## src/rtl/pcq_thold_seq_stg.sv

```systemverilog
// pcq_thold_seq_stg: staged thold/sg pipeline with ordered per-channel hold release
module pcq_thold_seq_stg #(
  parameter int NCH   = 8,
  parameter int DEPTH = 4,
  parameter int GAP   = 2
) (
  input  logic           nclk,
  input  logic           rst,
  input  logic           flush,
  input  logic           hold_req,
  input  logic [0:NCH-1] thold_in,
  input  logic           sg_in,
  output logic [0:NCH-1] thold_out,
  output logic           sg_out,
  output logic           seq_busy,
  output logic           seq_done
);
  localparam int IW = NCH > 1 ? $clog2(NCH) : 1;
  localparam int CW = GAP > 1 ? $clog2(GAP) : 1;
  typedef enum logic [1:0] {HOLD, REL, RUN} state_t;
  state_t         state;
  logic [IW-1:0]  idx;
  logic [CW-1:0]  cnt;
  logic [0:NCH-1] gate, gate_n, eff_n;
  logic [0:NCH-1] st [DEPTH];
  logic [DEPTH-1:0] sg_st;
  logic clr, last;
  assign clr  = state == REL && cnt == '0;
  assign last = clr && idx == IW'(NCH-1);
  always_comb begin
    gate_n = '0;
    for (int i = 0; i < NCH; i++)
      gate_n[i] = hold_req || state == HOLD || (gate[i] && !(clr && idx == IW'(i)));
  end
  assign eff_n = thold_in | gate_n;
  always_ff @(posedge nclk or posedge rst) begin
    if (rst) begin
      state    <= HOLD;
      idx      <= '0;
      cnt      <= '0;
      gate     <= '1;
      seq_done <= 1'b0;
    end else begin
      gate     <= gate_n;
      seq_done <= !hold_req && last;
      if (hold_req || state == HOLD) begin
        state <= hold_req ? HOLD : REL;
        idx   <= '0;
        cnt   <= '0;
      end else if (state == REL) begin
        if (last) begin
          state <= RUN;
          cnt   <= '0;
        end else if (cnt == CW'(GAP-1)) begin
          cnt <= '0;
          idx <= idx + 1'b1;
        end else begin
          cnt <= cnt + 1'b1;
        end
      end
    end
  end
  always_ff @(posedge nclk or posedge rst) begin
    if (rst) begin
      for (int k = 0; k < DEPTH; k++) st[k] <= '1;
      sg_st <= '0;
    end else begin
      st[0]    <= eff_n;
      sg_st[0] <= sg_in;
      for (int k = 1; k < DEPTH; k++) begin
        st[k]    <= flush ? eff_n : st[k-1];
        sg_st[k] <= flush ? sg_in : sg_st[k-1];
      end
    end
  end
  assign thold_out = flush ? (thold_in | gate) : st[DEPTH-1];
  assign sg_out    = flush ? sg_in : sg_st[DEPTH-1];
  assign seq_busy  = state == REL;
endmodule

```

## config.mk

```make
export PLATFORM = sky130hd
export DESIGN_NAME = pcq_thold_seq_stg
export DESIGN_NICKNAME = d
export VERILOG_FILES = /design/src/rtl/pcq_thold_seq_stg.sv
export SDC_FILE = /design/constraint.sdc
export NUM_CORES = 1
export LEC_CHECK = 0
export CAP_MARGIN = 0
export CORE_ASPECT_RATIO = 1.5
export CORE_MARGIN = 2
export CORE_UTILIZATION = 50
export CTS_CLUSTER_SIZE = 8
export DETAILED_ROUTE_END_ITERATION = 6
export PLACE_DENSITY = 0.72
export SLEW_MARGIN = 20
export SYNTH_ARGS = -nofsm -noshare
export SYNTH_HDL_FRONTEND = slang
export SYNTH_SLANG_ARGS = --single-unit
```

## constraint.sdc

```tcl
create_clock -name nclk -period 1.9 [get_ports nclk]
set_clock_uncertainty 0.2 [all_clocks]
set_input_delay 0.19 -clock nclk [delete_from_list [all_inputs] [get_ports nclk]]
set_output_delay 0.19 -clock nclk [all_outputs]
set_load 0.01 [all_outputs]
```

# ---- Word level (Yosys, flattened, before mapping)
# Index checks and enable logic that the tools add are counted.
dict set report totals {
  ff_bits 51
  in_bits 13
  out_inout_bits 11
  elab_cells 87
}
dict set report classes {
  add_sub_neg 2
  n_eq_ne 9
  mux 20
  n_bitwise 3
  n_reduce_logical 43
}
# cell n
set ops {}
lappend ops {{two-way mux 8 bit} 4}
lappend ops {{logical AND 1 bit} 18}
lappend ops {{bitwise OR 8 bit} 2}
lappend ops {{== test 3 bit (second input constant)} 4}
lappend ops {{two-way mux 3 bit} 4}
lappend ops {{zero test 1 bit} 9}
lappend ops {{logical OR 1 bit} 9}
lappend ops {{two-way mux 1 bit} 9}
lappend ops {{== test 3 x 2 -> 1 bit (second input constant)} 2}
lappend ops {{two-way mux 2 bit} 3}
lappend ops {{nonzero test 2 bit} 3}
lappend ops {{adder 3 x 1 -> 3 bit (second input constant)} 1}
lappend ops {{== test 3 x 1 -> 1 bit (second input constant)} 1}
lappend ops {{zero test 3 bit} 1}
lappend ops {{AND reduction 3 bit} 1}
lappend ops {{== test 2 x 1 -> 1 bit (second input constant)} 1}
lappend ops {{zero test 2 bit} 1}
lappend ops {{inequality test 2 x 1 -> 1 bit (second input constant)} 1}
lappend ops {{AND reduction 2 bit} 1}
lappend ops {{adder 1 bit (second input constant)} 1}
lappend ops {{inverter 1 bit} 1}

# ---- Logic depth before layout (Yosys ltp)
# Gate-level depths: netlist of the first run.
dict set report logic_depth {
  ltp_word 8
  mapped_depth 5
  ltp_nobuf 5
}

# ---- Worst setup path after synthesis of the first run
# No wires, ideal clock.
dict set report synth_path {
  kind {reg2reg}
  startpoint {register idx[0]}
  endpoint {register st[0] in the netlist's numbering}
  setup_time_ns 0.088
  t_arrival_ns 1.557
  required_time_ns 1.612
  slack_ns 0.055
  path_stages_with_launch 6
  n_path_buf 0
  synth_period_minus_slack_ns 1.845
  cell_sequence {dfrtp_1 > ha_1 > ha_1 > or3b_4 > a2111oi_4 > nor2_1}
}
dict set report synth_via {
  elab_chain_cells 7
}
# item line
set synth_lines {}
lappend synth_lines {{start: declaration} 22} ;# logic [IW-1:0] idx;
lappend synth_lines {{start signal: assignment} 56} ;# idx <= idx + 1'b1;
lappend synth_lines {{== test 3 bit} 33} ;# gate_n[i] = hold_req || state == HOLD || (gate[i] && !(clr && idx == IW'(i)));
lappend synth_lines {{logical AND 1 bit} 33}
lappend synth_lines {{zero test 1 bit} 33}
lappend synth_lines {{logical AND 1 bit} 33}
lappend synth_lines {{logical OR 1 bit} 33}
lappend synth_lines {{bitwise OR 8 bit} 35} ;# assign eff_n = thold_in | gate_n;
lappend synth_lines {{two-way mux 8 bit} 71} ;# st[k] <= flush ? eff_n : st[k-1];
lappend synth_lines {{end signal: indexed assignment} 71}
lappend synth_lines {{end: declaration} 25} ;# logic [0:NCH-1] st [DEPTH];
# No other way between the ends.
# A chain may end at the register's enable or synchronous reset.

# ---- Final worst setup path of the first run
# Same ends and word-level chain as after synthesis.

==> reports/results.ini, run 1 <==
[logic_synthesis]
synth_nets = 250
synth_seq_cells = 51
yosys.area_share.adder = 0.0323
async_reset_ff_frac = 1.00
synth_area_leader_cell = dfstp_2
yosysWarnings = 0
synth_edf_count = 0
synth_cell_types = 32
synth_top_family_by_area = simple AND/OR/NAND/NOR gates
ys.flop_type = dfstp_2
synth_simple_gate_area_frac = 0.270
synth_most_common_cell = nor2_1
ys_seq_area_frac = 0.570
netlist_top_cells_area = dfstp_2 (45%), dfrtp_1 (12%), nor2_1 (9.2%)
muxShareOfSynthArea = 0
synthXorXnorAreaFrac = 0
synthDominantCellAreaShare = 0.452
synth.top_cells.by_count = nor2_1 (57), dfstp_2 (40), nor3_1 (20)
syn_area_per_cell_um2 = 10.1
syn_inst = 231
syn_area_um2 = 2330
synth_compound_area_frac = 0.0845

[detailed_routing]
ant_nets = 0
wl_per_cell_um = 14.2
vias = 1782
drt_wl_total_um = 4780
first_pass_iters = 4
drtIter0Drc = 41
vias_per_cell = 5.30
drcViolationCount = 0

[finish]
fin_nets = 306
drive_above_1_share = 0.340
finalNonFillerCells = 336
antenna_cells = 0
area_growth_pct = 26.6
final_util = 0.654
fillCellCount = 347

[global_routing]
grt_max_degree = 34
grt_pass1_vias = 1844
grtUsageTotal = 0.210
grt_overflow = 0
antenna_found_initial = 0
grt_pass1_wl_um = 8170

[clock_tree]
cts.sinks = 51
clk-insertion-delay-late_ps = 300
clk_path_buf_depth = 2
clk_pin_slew_worst_paths_ps = 90
numCtsBuffers = 5
cts-root-buf = clkbuf_8
htreeDepth = 2
ctsHoldBuffers = 0
cts_tree = built

[power]
p_per_area_nw_per_um2 = 649
total_power_w = 0.00191
vdd_ir_drop_max_uv = 435
p_leak_nw = 1.20

[job]
maxCapViolCount = 0

[sta]
final_hold_viol_count = 0
setup_ws_ps = 51.0
min_period_over_period = 0.973
setup_viol = 0
timing_max_transition_violations_final = 0
fmax_mhz = 541
relSlewSlack = 0.611
setup_tns_ps = 0
worst_pin_slew_ps = 583
final.min_clock_period_ps = 1850
rsz0062_at_grt = true

[worst_setup_path]
worstSetupPathType = flop to flop
cp_slowest_stage_delay_ps = 400
critPathBufInv = 0
required_ps = 1930
crit_slowest_cell = or3b_4
cp_cell_sequence = ha_2, ha_1, or3b_4, a2111oi_4, nor2_1
crit_fanout = 3
crit_arrival_ps = 1880
critPathCaptureType = flop
crit_family = simple AND/OR/NAND/NOR gates
setup.worst_path.start_class = flop

[placement]
place.port_buffers = 23
place_hpwl_um = 3380
preCtsSetupSlack_ps = -140
gp_congestion = 0.787
dp_cells = 326

[worst_hold_path]
hold_class = primary input to asynchronous set/reset pin

[floorplanning]
pin_count = 24
die_y_um = 87.5
die_w_um = 59.7
die_area_um2 = 5220
row_count = 30
initial_core_util = 0.516
core-area_um2 = 4500

[status]
run_status = complete, no violations

-- state kept, by name, summed over array words and instances, names as in the netlist --
register,cells
gate,8
cnt,1
sg_st,4
idx,3
seq_done,1
state,2
st,32
-- kinds of logic (layout without fill, tap and decap cells) --
group,after synthesis,after routing
compound gates,29,29
fa+ha+maj,6,6
buf+inv,21,78
flops,51,51
simple gates,124,124
-- area by class of cell --
class | instances | area [um^2] | share of cell area
Clock buffer | 6 | 72.6 | 0.0246
Clock inverter | 2 | 12.5 | 0.00425
Inverter | 11 | 41.3 | 0.0140
Multi-Input combinational cell | 159 | 905 | 0.307
Sequential cell | 51 | 1330 | 0.451
Tap cell | 48 | 60.1 | 0.0204
Timing Repair Buffer | 59 | 526 | 0.178
-- final timing paths --
kind | cells past startpoint | to | from | slack (ps)
max | 5 | st[0] | idx[0] | 50
min | 3 | sg_st[3] | rst | 100
max reg2reg | 5 | st[0] | idx[0] | 50
min reg2reg | 2 | st[15] | st[23] | 280
max in group asynchronous | 3 | st[7] | rst | 1060
min in group nclk | 1 | sg_st[0] | sg_in | 160
-- metal layers --
layer  routed length (um)  vias up  GRT usage
met2                 2530       31      0.365
met5                    0        -          0
li1                     -      883          -
met4                  105        0     0.0869
met3                  141        8     0.0473
met1                 2010      860      0.243
-- through the flow --
step           hold slack [ps]  area, um^2
2_1_floorplan             21.4        2330
3_3_place_gp               262        2830
3_5_place_dp               268        2830
4_1_cts                    108        2940
5_1_grt                    133        2940
6_report                  96.0        2940
-- power by group --
part | switching, W | internal, W
combinational | 0.000106 | 0.0000851
clock | 0.000346 | 0.000258
sequential | 0.00000870 | 0.00111
total | 0.000461 | 0.00145
-- tightest hold or removal path: stages --
cell,delay [ps]
clkdlybuf4s50_1,410
inv_2,60
buf_4,370
-- placed cells by master, fill, tap and decap left out, types with 4 or more instances in the layout --
| cell type | n |
|---|---|
| nor2_1 | 56 |
| clkdlybuf4s50_1 | 13 |
| dfstp_2 | 40 |
| ha_1 | 5 |
| dfrtp_1 | 10 |
| dlygate4sd2_1 | 10 |
| buf_4 | 34 |
| o21ai_0 | 13 |
| nor3_1 | 20 |
| nand3b_1 | 4 |
| clkbuf_8 | 5 |
| a21oi_1 | 11 |
| nor4_1 | 9 |
| inv_1 | 9 |
| nand2_1 | 17 |
-- timing repair --
action,4_1_cts,5_1_grt
gates resized for setup,11,3
hold endpoints to repair,0,0
cloned,1,0
endpoints found under the setup margin,13,21
pin swaps,1,4
buffers inserted,1,0
No activity file was read; power rests on OpenSTA's default activity.
==> run 2: changes to the inputs <==
--- a/config.mk
+++ b/config.mk
@@ -16,3 +16,4 @@
 export SYNTH_ARGS = -nofsm -noshare
 export SYNTH_HDL_FRONTEND = slang
 export SYNTH_SLANG_ARGS = --single-unit
+export TNS_END_PERCENT = 50
==> run 2 against run 1 <==
Power fell by 0.53%. Sequential power barely moved. Combinational power fell by 6%. Die area did not move. Non-clock buffer count fell by 1. Global-route usage fell by 0.84 points. Via count fell by 1.0%. Sequential share of layout area rose by 0.50 points. Worst setup slack improved by 4.4 ps. Critical endpoint unchanged. Routed wire length fell by 4.2%. Sequential cell count did not move. Count of clock-buffer cells in the layout did not move. Critical path type unchanged.
==> reports/results.ini, run 2 (synthesized netlist as in run 1, its figures left out) <==
[clock_tree]
clk_pin_slew_worst_paths_ps = 90
cts.sinks = 51
htreeDepth = 2
clk_path_buf_depth = 2
cts_tree = built
numCtsBuffers = 5
clk-insertion-delay-late_ps = 310
cts-root-buf = clkbuf_8

[worst_setup_path]
critPathCaptureType = flop
cp_slowest_stage_delay_ps = 400
critPathLaunch = idx[0]
r2r-start = idx[0]
setup.worst_path.start_class = flop
worstSetupPathType = flop to flop
crit_slowest_cell = or3b_4
crit_arrival_ps = 1880
crit_family = simple AND/OR/NAND/NOR gates
cp_cell_sequence = ha_2, ha_1, or3b_4, a2111oi_4, nor2_1
critPathBufInv = 0
crit_fanout = 3
required_ps = 1930

[global_routing]
grtUsageTotal = 0.201
antenna_found_initial = 0
grt_pass1_vias = 1837
grt_max_degree = 34
grt_overflow = 0
grt_pass1_wl_um = 7910

[finish]
largest_reg_flops = 32
area_growth_pct = 25.2
top_register = st
finalNonFillerCells = 335
reg_top3 = st x32, gate x8, sg_st x4
fin_nets = 305
layout_common_cells = nor2_1 (56), dfstp_2 (40), buf_4 (34)
final_common_cell = nor2_1
drive_above_1_share = 0.338
antenna_cells = 0

[floorplanning]
row_count = 30
core-area_um2 = 4500
die_area_um2 = 5220
pin_count = 24
die_y_um = 87.5
die_w_um = 59.7
initial_core_util = 0.516

[sta]
final.min_clock_period_ps = 1840
fmax_mhz = 542
setup_tns_ps = 0
timing_max_transition_violations_final = 0
rsz0062_at_grt = true
worst_pin_slew_ps = 578
setup_viol = 0
relSlewSlack = 0.614
min_period_over_period = 0.971
final_hold_viol_count = 0

[placement]
gp_congestion = 0.787
dp_cells = 326
place_hpwl_um = 3380
place.port_buffers = 23

[detailed_routing]
ant_nets = 0
drcViolationCount = 0
vias = 1764
wl_per_cell_um = 13.7
vias_per_cell = 5.27
first_pass_iters = 4
drt_wl_total_um = 4580
drtIter0Drc = 52

[power]
vdd_ir_drop_max_uv = 433
p_leak_nw = 1.18
p_per_area_nw_per_um2 = 653

[job]
maxCapViolCount = 0

[worst_hold_path]
hold_class = primary input to asynchronous set/reset pin

[status]
run_status = complete, no violations

-- run 2: cell types whose count changed in the layout (fill, tap and decap cells not counted), sizes merged --
cell	delta
bufbuf	-1
-- run 2: power by group --
group,switching [W],internal (W)
clock network,0.000347,0.000258
logic,0.000103,0.0000765
registers,0.00000876,0.00111
-- run 2: per-layer routing --
metal / wire length (um) / share of wire / vias to the layer above / track usage
met5: 0 / 0 / - / 0
met4: 73 / 0.016 / 0 / 0.0788
met3: 105 / 0.023 / 6 / 0.0458
met2: 2420 / 0.53 / 25 / 0.355
met1: 1980 / 0.43 / 851 / 0.230
li1: - / - / 882 / -
-- run 2: stage by stage --
stage / setup WS [ps] / power [W] / hold slack (ps) / area, um^2 / utilization
finish: 55.4 / 0.00190 / 93.1 / 2910 / 0.646
global placement: -99.4 / 0.00132 / 262 / 2830 / 0.627
global route: -12.4 / 0.00199 / 129 / 2910 / 0.646
detailed placement: -140 / 0.00132 / 268 / 2830 / 0.627
floorplan: 55.3 / 0.00122 / 21.4 / 2330 / -
CTS: 11.0 / 0.00192 / 108 / 2910 / 0.645
-- run 2: cell type report --
cell class,count,area [um^2]
Fill cell,351,1590
Sequential cell,51,1330
Multi-Input combinational cell,159,905
Timing Repair Buffer,58,493
Clock buffer,6,72.6
Tap cell,48,60.1
Inverter,11,41.3
Clock inverter,2,12.5
-- run 2: final timing paths --
check	end	slack [ps]	cells past startpoint
worst min register to register	st[15]	280	2
max in group asynchronous	st[7]	1070	3
worst max register to register	st[0]	60	5
worst max-delay path	st[0]	60	5
min in group nclk	sg_st[0]	150	1
worst min-delay path	sg_st[0]	90	3
-- run 2: tightest hold or removal path, stage by stage --
cell and delay, ps:
clkdlybuf4s50_1 410, inv_2 60, buf_4 360
-- run 2: timing repair --
item,CTS,global route
hold buffers,0,0
setup buffers,1,0
pin swaps,1,4
gates resized for setup,11,3
endpoints found under the setup margin,13,21
==> run 3: changes to the inputs <==
--- a/config.mk
+++ b/config.mk
@@ -9,6 +9,7 @@
 export CORE_ASPECT_RATIO = 1.5
 export CORE_MARGIN = 2
 export CORE_UTILIZATION = 50
+export CTS_CLUSTER_DIAMETER = 200
 export CTS_CLUSTER_SIZE = 8
 export DETAILED_ROUTE_END_ITERATION = 6
 export PLACE_DENSITY = 0.72
==> results of run 3 <==
Final layout, timing and power as in run 2 (identical DEF).
